`src/rtl/keyexp_ctrl_if.sv`:
```
// keyexp_ctrl_if
// Bundles the start/done handshake, the datapath select lines and the
// round-key strobes between the AES controller, keyexp_ctrl and the
// byte-serial key-expansion datapath.
//   start        cipher controller -> keyexp_ctrl, request a key schedule
//   abort        cipher controller -> keyexp_ctrl, only with KEYEXP_CTRL_ABORT_EN
//   key_req      external key byte must be on the datapath key input
//   input_sel    1 = load external key byte, 0 = recirculate
//   sbox_sel     1 = S-box fed from saved RotWord byte, 0 = shift-register tap
//   xor_sel      1 = word-chaining XOR at mid tap
//   last_sel     1 = S-box/Rcon XOR at output tap
//   round_count  expansion round 0..9
//   rcon_en      8'hFF on the first byte of a round
//   rk_valid     round-key byte leaving the datapath
//   rk_round     round-key index 1..10
//   busy         LOAD or EXPAND in progress
//   done         one-cycle completion pulse
// Macro: KEYEXP_CTRL_ABORT_EN adds the abort signal.

interface keyexp_ctrl_if;
    logic       start;
`ifdef KEYEXP_CTRL_ABORT_EN
    logic       abort;
`endif
    logic       key_req;
    logic       input_sel;
    logic       sbox_sel;
    logic       xor_sel;
    logic       last_sel;
    logic [3:0] round_count;
    logic [7:0] rcon_en;
    logic       rk_valid;
    logic [3:0] rk_round;
    logic       busy;
    logic       done;

    // Cipher-controller side
    modport master (
        output start,
`ifdef KEYEXP_CTRL_ABORT_EN
        output abort,
`endif
        input  key_req, input_sel, sbox_sel, xor_sel, last_sel,
        input  round_count, rcon_en, rk_valid, rk_round, busy, done
    );

    // Sequencer side
    modport slave (
        input  start,
`ifdef KEYEXP_CTRL_ABORT_EN
        input  abort,
`endif
        output key_req, input_sel, sbox_sel, xor_sel, last_sel,
        output round_count, rcon_en, rk_valid, rk_round, busy, done
    );
endinterface

```
`src/rtl/keyexp_ctrl.sv`:
```
// keyexp_ctrl
// Sequencer for the byte-serial AES-128 key-expansion datapath: a 16-cycle
// key load followed by ten 16-cycle expansion rounds, then a one-cycle DONE.
// Ports:
//   i_clk   system clock, rising edge
//   i_rst   synchronous active-high reset
//   bus     keyexp_ctrl_if.slave (handshake, selects, round-key strobes)
// Macro: KEYEXP_CTRL_ABORT_EN enables bus.abort (return to IDLE from any
// active state; abort beats start in IDLE).
//
// state  | meaning
// -------+-----------------------------------------------------------
// IDLE   | waiting for start, all outputs 0
// LOAD   | 16 cycles shifting the external key bytes in
// EXPAND | 10 rounds x 16 cycles, round-key bytes leaving the datapath
// DONE   | single cycle, done pulse; start here restarts immediately

module keyexp_ctrl (
    input  logic           i_clk,
    input  logic           i_rst,
    keyexp_ctrl_if.slave   bus
);

    typedef enum logic [1:0] {
        S_IDLE   = 2'd0,
        S_LOAD   = 2'd1,
        S_EXPAND = 2'd2,
        S_DONE   = 2'd3
    } state_t;

    state_t     r_state;
    logic [3:0] r_byte;
    logic [3:0] r_round;

    state_t     w_state_nxt;
    logic [3:0] w_byte_nxt;
    logic [3:0] w_round_nxt;
    logic       w_abort;

`ifdef KEYEXP_CTRL_ABORT_EN
    assign w_abort = bus.abort;
`else
    assign w_abort = 1'b0;
`endif

    always_ff @(posedge i_clk) begin
        if (i_rst) begin
            r_state <= S_IDLE;
            r_byte  <= 4'd0;
            r_round <= 4'd0;
        end else begin
            r_state <= w_state_nxt;
            r_byte  <= w_byte_nxt;
            r_round <= w_round_nxt;
        end
    end

    // Counters are cleared whenever the FSM leaves an active state so that
    // IDLE/DONE always sit at c=0, r=0.
    always_comb begin
        w_state_nxt = r_state;
        w_byte_nxt  = r_byte;
        w_round_nxt = r_round;
        case (r_state)
            S_IDLE: begin
                w_byte_nxt  = 4'd0;
                w_round_nxt = 4'd0;
                if (bus.start && !w_abort)
                    w_state_nxt = S_LOAD;
            end
            S_LOAD: begin
                if (w_abort) begin
                    w_state_nxt = S_IDLE;
                    w_byte_nxt  = 4'd0;
                end else if (r_byte == 4'd15) begin
                    w_state_nxt = S_EXPAND;
                    w_byte_nxt  = 4'd0;
                    w_round_nxt = 4'd0;
                end else begin
                    w_byte_nxt  = r_byte + 4'd1;
                end
            end
            S_EXPAND: begin
                if (w_abort) begin
                    w_state_nxt = S_IDLE;
                    w_byte_nxt  = 4'd0;
                    w_round_nxt = 4'd0;
                end else if (r_byte == 4'd15) begin
                    w_byte_nxt = 4'd0;
                    if (r_round == 4'd9) begin
                        w_state_nxt = S_DONE;
                        w_round_nxt = 4'd0;
                    end else begin
                        w_round_nxt = r_round + 4'd1;
                    end
                end else begin
                    w_byte_nxt = r_byte + 4'd1;
                end
            end
            S_DONE: begin
                w_byte_nxt  = 4'd0;
                w_round_nxt = 4'd0;
                if (bus.start && !w_abort)
                    w_state_nxt = S_LOAD;
                else
                    w_state_nxt = S_IDLE;
            end
            default: begin
                w_state_nxt = S_IDLE;
                w_byte_nxt  = 4'd0;
                w_round_nxt = 4'd0;
            end
        endcase
    end

    // Moore output decode from registers only.
    always_comb begin
        bus.key_req     = 1'b0;
        bus.input_sel   = 1'b0;
        bus.sbox_sel    = 1'b0;
        bus.xor_sel     = 1'b0;
        bus.last_sel    = 1'b0;
        bus.round_count = 4'd0;
        bus.rcon_en     = 8'h00;
        bus.rk_valid    = 1'b0;
        bus.rk_round    = 4'd0;
        bus.busy        = 1'b0;
        bus.done        = 1'b0;
        case (r_state)
            S_LOAD: begin
                bus.key_req   = 1'b1;
                bus.input_sel = 1'b1;
                bus.busy      = 1'b1;
            end
            S_EXPAND: begin
                bus.last_sel    = (r_byte <= 4'd3);
                bus.sbox_sel    = (r_byte == 4'd3);
                bus.xor_sel     = (r_byte >= 4'd12);
                bus.rcon_en     = (r_byte == 4'd0) ? 8'hFF : 8'h00;
                bus.round_count = r_round;
                bus.rk_valid    = 1'b1;
                bus.rk_round    = r_round + 4'd1;
                bus.busy        = 1'b1;
            end
            S_DONE: begin
                bus.done = 1'b1;
            end
            default: begin
            end
        endcase
    end

endmodule

```
`src/flat_wrapper.sv`:
```
// flat-port wrapper written by rule: the top's interface ports become plain ports
module keyexp_ctrl_flat 
  (i_clk, i_rst, bus_start, bus_key_req, bus_input_sel, bus_sbox_sel, bus_xor_sel, bus_last_sel, bus_round_count, bus_rcon_en, bus_rk_valid, bus_rk_round, bus_busy, bus_done);
  keyexp_ctrl_if bus_i ();
  input  logic i_clk;
  input  logic i_rst;
  input wire logic [$bits(bus_i.start)-1:0] bus_start;
  output wire logic [$bits(bus_i.key_req)-1:0] bus_key_req;
  output wire logic [$bits(bus_i.input_sel)-1:0] bus_input_sel;
  output wire logic [$bits(bus_i.sbox_sel)-1:0] bus_sbox_sel;
  output wire logic [$bits(bus_i.xor_sel)-1:0] bus_xor_sel;
  output wire logic [$bits(bus_i.last_sel)-1:0] bus_last_sel;
  output wire logic [$bits(bus_i.round_count)-1:0] bus_round_count;
  output wire logic [$bits(bus_i.rcon_en)-1:0] bus_rcon_en;
  output wire logic [$bits(bus_i.rk_valid)-1:0] bus_rk_valid;
  output wire logic [$bits(bus_i.rk_round)-1:0] bus_rk_round;
  output wire logic [$bits(bus_i.busy)-1:0] bus_busy;
  output wire logic [$bits(bus_i.done)-1:0] bus_done;
  assign bus_i.start = bus_start;
  assign bus_key_req = bus_i.key_req;
  assign bus_input_sel = bus_i.input_sel;
  assign bus_sbox_sel = bus_i.sbox_sel;
  assign bus_xor_sel = bus_i.xor_sel;
  assign bus_last_sel = bus_i.last_sel;
  assign bus_round_count = bus_i.round_count;
  assign bus_rcon_en = bus_i.rcon_en;
  assign bus_rk_valid = bus_i.rk_valid;
  assign bus_rk_round = bus_i.rk_round;
  assign bus_busy = bus_i.busy;
  assign bus_done = bus_i.done;
  keyexp_ctrl u_core (.i_clk(i_clk), .i_rst(i_rst), .bus(bus_i));
endmodule
```
`config.mk`:
```
export PLATFORM = sky130hd
export DESIGN_NAME = keyexp_ctrl_flat
export DESIGN_NICKNAME = d
export VERILOG_FILES = /design/src/rtl/keyexp_ctrl_if.sv /design/src/rtl/keyexp_ctrl.sv /design/src/flat_wrapper.sv
export SDC_FILE = /design/constraint.sdc
export NUM_CORES = 1
export LEC_CHECK = 0
export ABC_CLOCK_PERIOD_IN_PS = 1800
export CAP_MARGIN = 20
export CORE_MARGIN = 2
export CORE_UTILIZATION = 39
export DETAILED_ROUTE_END_ITERATION = 8
export PLACE_DENSITY = 0.74
export SLEW_MARGIN = 30
export SYNTH_ARGS = -nofsm -noshare
export SYNTH_HDL_FRONTEND = slang
export SYNTH_SLANG_ARGS = --single-unit
export TNS_END_PERCENT = 5
```
`constraint.sdc`:
```
create_clock -name i_clk -period 1.8 [get_ports i_clk]
set_input_delay 0.45 -clock i_clk [delete_from_list [all_inputs] [get_ports i_clk]]
set_output_delay 0.45 -clock i_clk [all_outputs]
set_load 0.005 [all_outputs]
```
=== Word-level counts from Yosys, hierarchy flattened ===
Index checks and enable logic that the tools add are counted.
W data, S select, Z words.

* Bits of input ports: 3
* Register bits: 10

* Mux-type cells: 23
* Magnitude comparators: 2
* Add/subtract/negate cells: 2
* Reductions and logical operators: 6
* Equality and inequality tests: 10

{| class="wikitable"
|+ Operators by type and width
! kind !! count
|-
| $mux W4 || 6
|-
| $mux W8 || 2
|-
| $pmux W4 S3 || 1
|-
| $add A4 B1 Y4 const B || 2
|-
| $eq A4 B4 Y1 const B || 2
|-
| $mux W1 || 8
|-
| $mux W2 || 4
|-
| $pmux W2 S4 || 1
|-
| $pmux W4 S2 || 1
|-
| $ne A2 B1 Y1 const B || 3
|-
| $eq A2 B2 Y1 const B || 2
|-
| $eq A4 B2 Y1 const B || 1
|-
| $ge A4 B4 Y1 const B || 1
|-
| $le A4 B2 Y1 const B || 1
|-
| $logic_not A4 Y1 || 1
|-
| $reduce_and A4 Y1 || 1
|-
| $reduce_or A2 Y1 || 2
|-
| $eq A2 B1 Y1 const B || 1
|-
| $logic_not A2 Y1 || 1
|-
| $ne A2 B2 Y1 const B || 1
|-
| $reduce_and A2 Y1 || 1
|}

=== Longest topological paths before layout ===
Gate-level depths: netlist of the first run.

* Word-level depth: 4
* Gate-level depth with buffers: 6
* Depth with buffers taken out: 5

=== Worst setup path before layout of the first run ===
OpenSTA, ideal clock, no wires.

* Path type: reg2out
* Start point: reg u_core.r_state[0]
* End point: out bus_rcon_en[1]
* Required time: 1.350 ns
* Cell stages (with the launch flop): 6
* Arrival time: 1.498 ns
* Slack: -0.148 ns
* Path buffers: 1
* Cells stage by stage: dfxtp_1 > inv_1 > ha_1 > nor3b_1 > and2_1 > buf_4

* Longest elaborated chain between the ends: 2

{| class="wikitable"
|+ RTL lines
! element !! RTL line !! text
|-
| start: declaration || keyexp_ctrl.sv:31 || <nowiki>state_t r_state;</nowiki>
|-
| start signal: assignment || keyexp_ctrl.sv:52 || <nowiki>r_state <= w_state_nxt;</nowiki>
|-
| $eq A2 B2 Y1 || keyexp_ctrl.sv:129 || <nowiki>case (r_state)</nowiki>
|-
| $mux W8 || keyexp_ctrl.sv:129 ||
|-
| end: declaration || flat_wrapper.sv:14 || <nowiki>output wire logic [$bits(bus_i.rcon_en)-1:0] bus_rcon_en;</nowiki>
|}

Every way passes these cells.

=== Worst setup path in the final report of the first run ===
* Start point: reg u_core.r_state[0]
* End point: out bus_rcon_en[4]

Same word-level chain as after synthesis.

==> results of run 1 <==
-- power groups by stage --
stage	registers (W)	logic [W]	clock network, W
floorplan	0.000298	0.000435	0
global placement	0.000289	0.000774	0
detailed placement	0.000292	0.000790	0
CTS	0.000298	0.000893	0.000209
global route	0.000300	0.00115	0.000224
finish	0.000297	0.00106	0.000210
-- registers in the layout, indices dropped and copies added (netlist names) --
register / flops
u_core.r_state: 2
u_core.r_round: 4
u_core.r_byte: 4
-- through the flow --
step / setup slack (ns) / cells / hold WS, ns
global route: -0.2010 / 160 / 0.5169
finish: -0.1307 / 160 / 0.4913
global placement: -0.09336 / 143 / 0.4508
floorplan: 0.01078 / 86 / 0.4297
detailed placement: -0.1636 / 143 / 0.4805
CTS: -0.1972 / 159 / 0.4961
-- metal layers --
metal / part of all wire (%) / GRT usage (%) / vias up / routed length [µm]
met3: 3.5 / 3.396 / 4 / 75
met2: 54 / 39.20 / 16 / 1144
met5: 0 / 0 / - / 0
li1: - / - / 397 / -
met1: 40 / 23.01 / 371 / 861
met4: 2.2 / 6.486 / 0 / 47
-- worst max-delay path, cell delays in order (launching register included) --
cell and delay [ns]:
dfxtp_2 0.33, inv_2 0.07, ha_4 0.15, nor3b_4 0.20
and2_4 0.18, buf_6 0.10, buf_6 0.09, buf_6 0.08
-- cell type report --
type | count | share of cell area (%)
multi-input cells | 60 | 41.58
inverters | 7 | 2.021
well taps | 25 | 2.406
flip-flops and latches | 10 | 15.88
repair buffers | 54 | 35.32
clock buffers | 4 | 2.791
-- what timing repair did --
action                                  in CTS  in global routing
gates resized for setup                     66                 35
endpoints found under the setup margin      24                 24
setup buffers                               11                  2
pin swaps                                    4                  3
gates cloned                                 1                  0
-- cell usage after synthesis, types with 2 or more instances --
| cell | count | area, µm² |
|---|---|---|
| nor2b_1 | 4 | 25.02 |
| ha_1 | 9 | 112.6 |
| o211ai_1 | 2 | 15.01 |
| nor2_1 | 4 | 15.01 |
| nand3_1 | 6 | 30.03 |
| dfxtp_1 | 10 | 200.2 |
| nand2_1 | 2 | 7.510 |
| and2_1 | 4 | 25.02 |
| and2_2 | 4 | 30.03 |
| buf_4 | 8 | 60.06 |
| xor2_1 | 2 | 17.52 |
| inv_1 | 7 | 26.28 |
| a21oi_1 | 3 | 15.01 |
| and3_1 | 3 | 18.77 |
| xnor2_1 | 2 | 17.52 |
-- path summary, 6_finish.rpt --
check	start	endpoint	depth (start not counted)	slack, ns
worst max-delay path	u_core.r_state[0]	bus_rcon_en[4]	7	-0.13
worst min-delay path	u_core.r_byte[0]	u_core.r_byte[0]	1	0.49
worst max register to register	u_core.r_state[0]	u_core.r_state[0]	6	0.05
worst min register to register	u_core.r_byte[0]	u_core.r_byte[0]	1	0.49
-- layout by cell type (no fill, tap or decap), types with 3 or more instances in the layout --
| cell type | instances |
|---|---|
| and2_1 | 3 |
| a21oi_1 | 3 |
| and2_2 | 4 |
| ha_4 | 4 |
| buf_4 | 21 |
| ha_1 | 4 |
| dfxtp_2 | 5 |
| inv_1 | 5 |
| nand3_1 | 6 |
| dfxtp_1 | 5 |
| buf_6 | 14 |
| clkbuf_4 | 3 |
| and3_1 | 3 |
| clkdlybuf4s15_1 | 4 |
| nor2_1 | 4 |
| dlygate4sd2_1 | 3 |
| clkbuf_2 | 8 |
-- kinds of logic after synthesis --
| group | after synthesis | synth area share (%) |
|---|---|---|
| simple gates | 34 | 27.52 |
| flops | 10 | 26.85 |
| fa+ha+maj | 9 | 15.10 |
| compound gates | 12 | 12.25 |
| mux | 1 | 1.342 |
| xor+xnor | 4 | 4.699 |
| buf+inv | 16 | 12.25 |
==> results.yml, run 1 <==
status:
  outcome: "complete, but fails checks"
  violations: "setup timing"
final_layout:
  drive_gt1_share_pct: 53.33
  multi_input_area_um2: 540.5
  seq_area_um2: 206.4
  fill_cells: 139
  nNetsFinal: 148
  fin_util_pct: 73.69
  area_growth_pct: 74.33
  finish.instance_area_um2: 1300
  antenna-diode-count: 0
flow_run:
  maxCapViolations: 0
global_route:
  antenna_found_initial: 0
  first_global_vias: 747
  grt-ovfl-total: 0
  grt_max_degree: 7
  grt_pass1_wl_um: 3236
  gr-usage-all-layers_pct: 20.63
floorplan:
  num_rows: 15
  die_y_um: 47.73
  num_io_pins: 27
  core_um2: 1764
  die_w_um: 47.73
  start_util_pct: 42.27
  die-area_um2: 2278
pwr:
  vdd_drop_max_mv: 0.8511
  power_density_nw_per_um2: 1205
  power_frac_clock_pct: 13.4
  p_comb_share_pct: 67.7
  p_sw_w: 0.0005759
  p_int_w: 0.0009909
  power_frac_seq_pct: 18.9
  total_power_w: 0.001567
  p_leak_nw: 0.6289
  switching_share_pct: 36.76
cts:
  max-clock-path-buffers: 2
  cts_buffers: 3
  cts-root-buf: "clkbuf_4"
  cts_sinks: 10
  clock_latency_ns: 0.27
  cts_tree: "done"
  htree_levels: 1
  cts_hold_buf: 0
  clk_pin_slew_ns: 0.07
hold_path:
  min-delay-path-class: "flip-flop to flip-flop"
route:
  vias: 788
  wirelength_um: 2129
  first_iter_violations: 8
  drt-pass1-iter-count: 4
  vias_per_cell: 4.925
  routedWlPerCell_um: 13.31
  drc: 0
  ant_nets: 0
place:
  hpwl_um: 1394
  place_area_um2: 1091
  portBuffers: 26
  routabilityCongestion: 0.8280
synth:
  synth_warnings: 0
  syn_area_um2: 745.7
  syn_area_per_cell_um2: 8.671
  syn_inst: 86
  async_flop_share_pct: 0
  syn-num-nets: 98
  ys_seq_area_share_pct: 26.85
  synth.lib_cells_used.distinct: 31
  ys_seq_elements: 10
  ys.flop_type: "dfxtp_1"
  synth_edf_count: 0
sta:
  fin_crit_sh_pct: 107.3
  finalHoldViolations: 0
  clock_skew_ns: 0.001848
  setup_ws_ns: -0.1307
  post-route-min-period_ns: 1.931
  setup_viol: 11
  worstMarginPinSlew_ns: 0.2798
  max_freq_mhz: 517.9
  slew_headroom_pct: 81.17
  maxSlewViolCount: 0
  grt_setup_unrepaired: "yes"
  tns_ns: -0.9277
worst_setup_path:
  cp_max_fo: 3
  crit_type: "flip-flop to output pin"
  worst_setup_path_end_kind: "output pin"
  critPathLaunchType: "flip-flop"
  arrival_ns: 1.48
  critPathRequiredTime_ns: 1.35
Note: power is estimated with default switching activity, not from simulation.
==> inputs of run 2 (changes only) <==
==> constraint.sdc (replaced) <==
create_clock -name i_clk -period 1.8 [get_ports i_clk]
set_input_delay 0.54 -clock i_clk [delete_from_list [all_inputs] [get_ports i_clk]]
set_output_delay 0.54 -clock i_clk [all_outputs]
set_load 0.005 [all_outputs]
==> run 2 against run 1 <==
  * The run still ends with setup timing left
  * Sequential share of layout area fell by 0.051 points
  * Final cell count rose by 1.3%
  * Die area did not move
  * Clock skew rose by 0.0039 ns
  * Critical path depth did not move
  * First-iteration DRC count rose by 63%
  * Largest power group unchanged
==> results.yml, run 2 (same netlist as run 1, synthesis figures left out) <==
floorplan:
  die_w_um: 47.73
  start_util_pct: 42.27
  die-area_um2: 2278
  die_y_um: 47.73
  core_um2: 1764
  num_rows: 15
  num_io_pins: 27
sta:
  max_freq_mhz: 503.1
  post-route-min-period_ns: 1.988
  maxSlewViolCount: 0
  grt_setup_unrepaired: "yes"
  setup_ws_ns: -0.1877
  finalHoldViolations: 0
  clock_skew_ns: 0.005716
  setup_viol: 11
  fin_crit_sh_pct: 110.4
  tns_ns: -1.504
  slew_headroom_pct: 76.25
  worstMarginPinSlew_ns: 0.3533
cts:
  cts-root-buf: "clkbuf_4"
  cts_hold_buf: 0
  cts_sinks: 10
  cts_buffers: 3
  max-clock-path-buffers: 2
  clk_pin_slew_ns: 0.07
  htree_levels: 1
  clock_latency_ns: 0.27
  cts_tree: "done"
final_layout:
  drive_gt1_share_pct: 56.93
  final_cell_mix: "buf_4 (24), buf_6 (13), clkbuf_2 (7)"
  nNetsFinal: 150
  layout_commonest_cell: "buf_4"
  top_regs: "u_core.r_byte (4), u_core.r_round (4), u_core.r_state (2)"
  area_growth_pct: 77.01
  antenna-diode-count: 0
worst_setup_path:
  max_stage_delay_ns: 0.32
  critPathLaunchType: "flip-flop"
  crit_type: "flip-flop to output pin"
  r2r-end: "u_core.r_state[0]"
  rrSetupSlack_ns: 0.05
  crit_chain: "inv_2, ha_4, nor3b_4, and2_4, buf_4, buf_6, buf_6"
  r2r-start: "u_core.r_state[0]"
  cpMostUsedCell: "buf_6"
  cp_slowest_cell: "dfxtp_2"
  cp_max_fo: 4
  arrival_ns: 1.45
  r2r_cells: 7
  worst_setup_path_end_kind: "output pin"
  critPathRequiredTime_ns: 1.26
route:
  routedWlPerCell_um: 14.33
  met1Wirelength_um: 955
  wirelength_um: 2322
  first_iter_violations: 13
  drc: 0
  ant_nets: 0
  vias: 798
  top_layer_used: "met4"
  vias_per_cell: 4.926
  wl_met2_um: 1252
  met3_length_um: 71
  drt-pass1-iter-count: 4
status:
  outcome: "complete, but fails checks"
  violations: "setup timing"
hold_path:
  worstHoldStart: "u_core.r_byte[0]"
  hold_depth: 1
  holdPathEnd: "u_core.r_byte[0]"
  min-delay-path-class: "flip-flop to flip-flop"
pwr:
  power_density_nw_per_um2: 1146
  total_power_w: 0.001512
  p_leak_nw: 0.6348
  vdd_drop_max_mv: 0.7115
global_route:
  first_global_vias: 765
  grt_pass1_wl_um: 3436
  antenna_found_initial: 0
  gr-usage-all-layers_pct: 22.31
  grt-ovfl-total: 0
  grt_max_degree: 11
place:
  portBuffers: 26
  routabilityCongestion: 0.8113
  hpwl_um: 1364
flow_run:
  maxCapViolations: 0
==> run 2: metrics by stage <==
stage               std cells  util, %  area, µm²  setup WS, ns  hold WS [ns]
floorplan                  86        -      755.7       0.01093        0.4297
global placement          146    63.33       1117       -0.1798        0.4504
detailed placement        146    63.33       1117       -0.2271        0.4760
CTS                       162    75.60       1334       -0.1964        0.4945
global route              162    74.82       1320       -0.2336        0.5149
finish                    162    74.82       1320       -0.1877        0.4856
==> run 2: power by group <==
group / switching [W] / internal (W) / total [W]
clock: 0.0000879 / 0.000123 / 0.000211
combinational: 0.000438 / 0.000564 / 0.00100
sequential: 0.0000348 / 0.000265 / 0.000299
total: 0.000561 / 0.000951 / 0.00151
==> run 2: cell type report <==
type                            instances  area, µm²
Tap cell                               25      31.28
Multi-Input combinational cell         60      555.5
Timing Repair Buffer                   56      461.7
Fill cell                             134      444.2
Sequential cell                        10      209.0
Clock buffer                            4      36.28
Inverter                                7      26.28
==> run 2: worst max-delay path by stage <==
| stage | depth (start not counted) | start | to |
|---|---|---|---|
| finish | 7 | u_core.r_state[0] | bus_rcon_en[5] |
| global route | 7 | u_core.r_state[0] | bus_rcon_en[5] |
| CTS | 7 | u_core.r_state[0] | bus_rcon_en[5] |
| detailed placement | 5 | u_core.r_state[0] | bus_rcon_en[5] |
| global placement | 5 | u_core.r_state[0] | bus_rcon_en[1] |
| floorplan | 5 | u_core.r_state[0] | bus_rcon_en[1] |
==> run 2: worst max-delay path: cells and delay by family, from the launching register on <==
family	cells	cell delay (ns)
flops	1	0.32
fa+ha+maj	1	0.13
buf+inv	4	0.34
simple gates	2	0.38
==> run 2: routing by layer <==
metal / vias up / global-route usage (%)
met2: 23 / 39.73
met3: 5 / 3.774
met1: 377 / 24.37
met5: - / 0
li1: 393 / -
met4: 0 / 13.51
==> run 2: repair_timing <==
item                                    CTS  global route
endpoints found under the hold margin     0             0
gates resized for setup                  94            13
endpoints found under the setup margin   26            22
pin swaps                                 6             2
setup buffers                            12             0
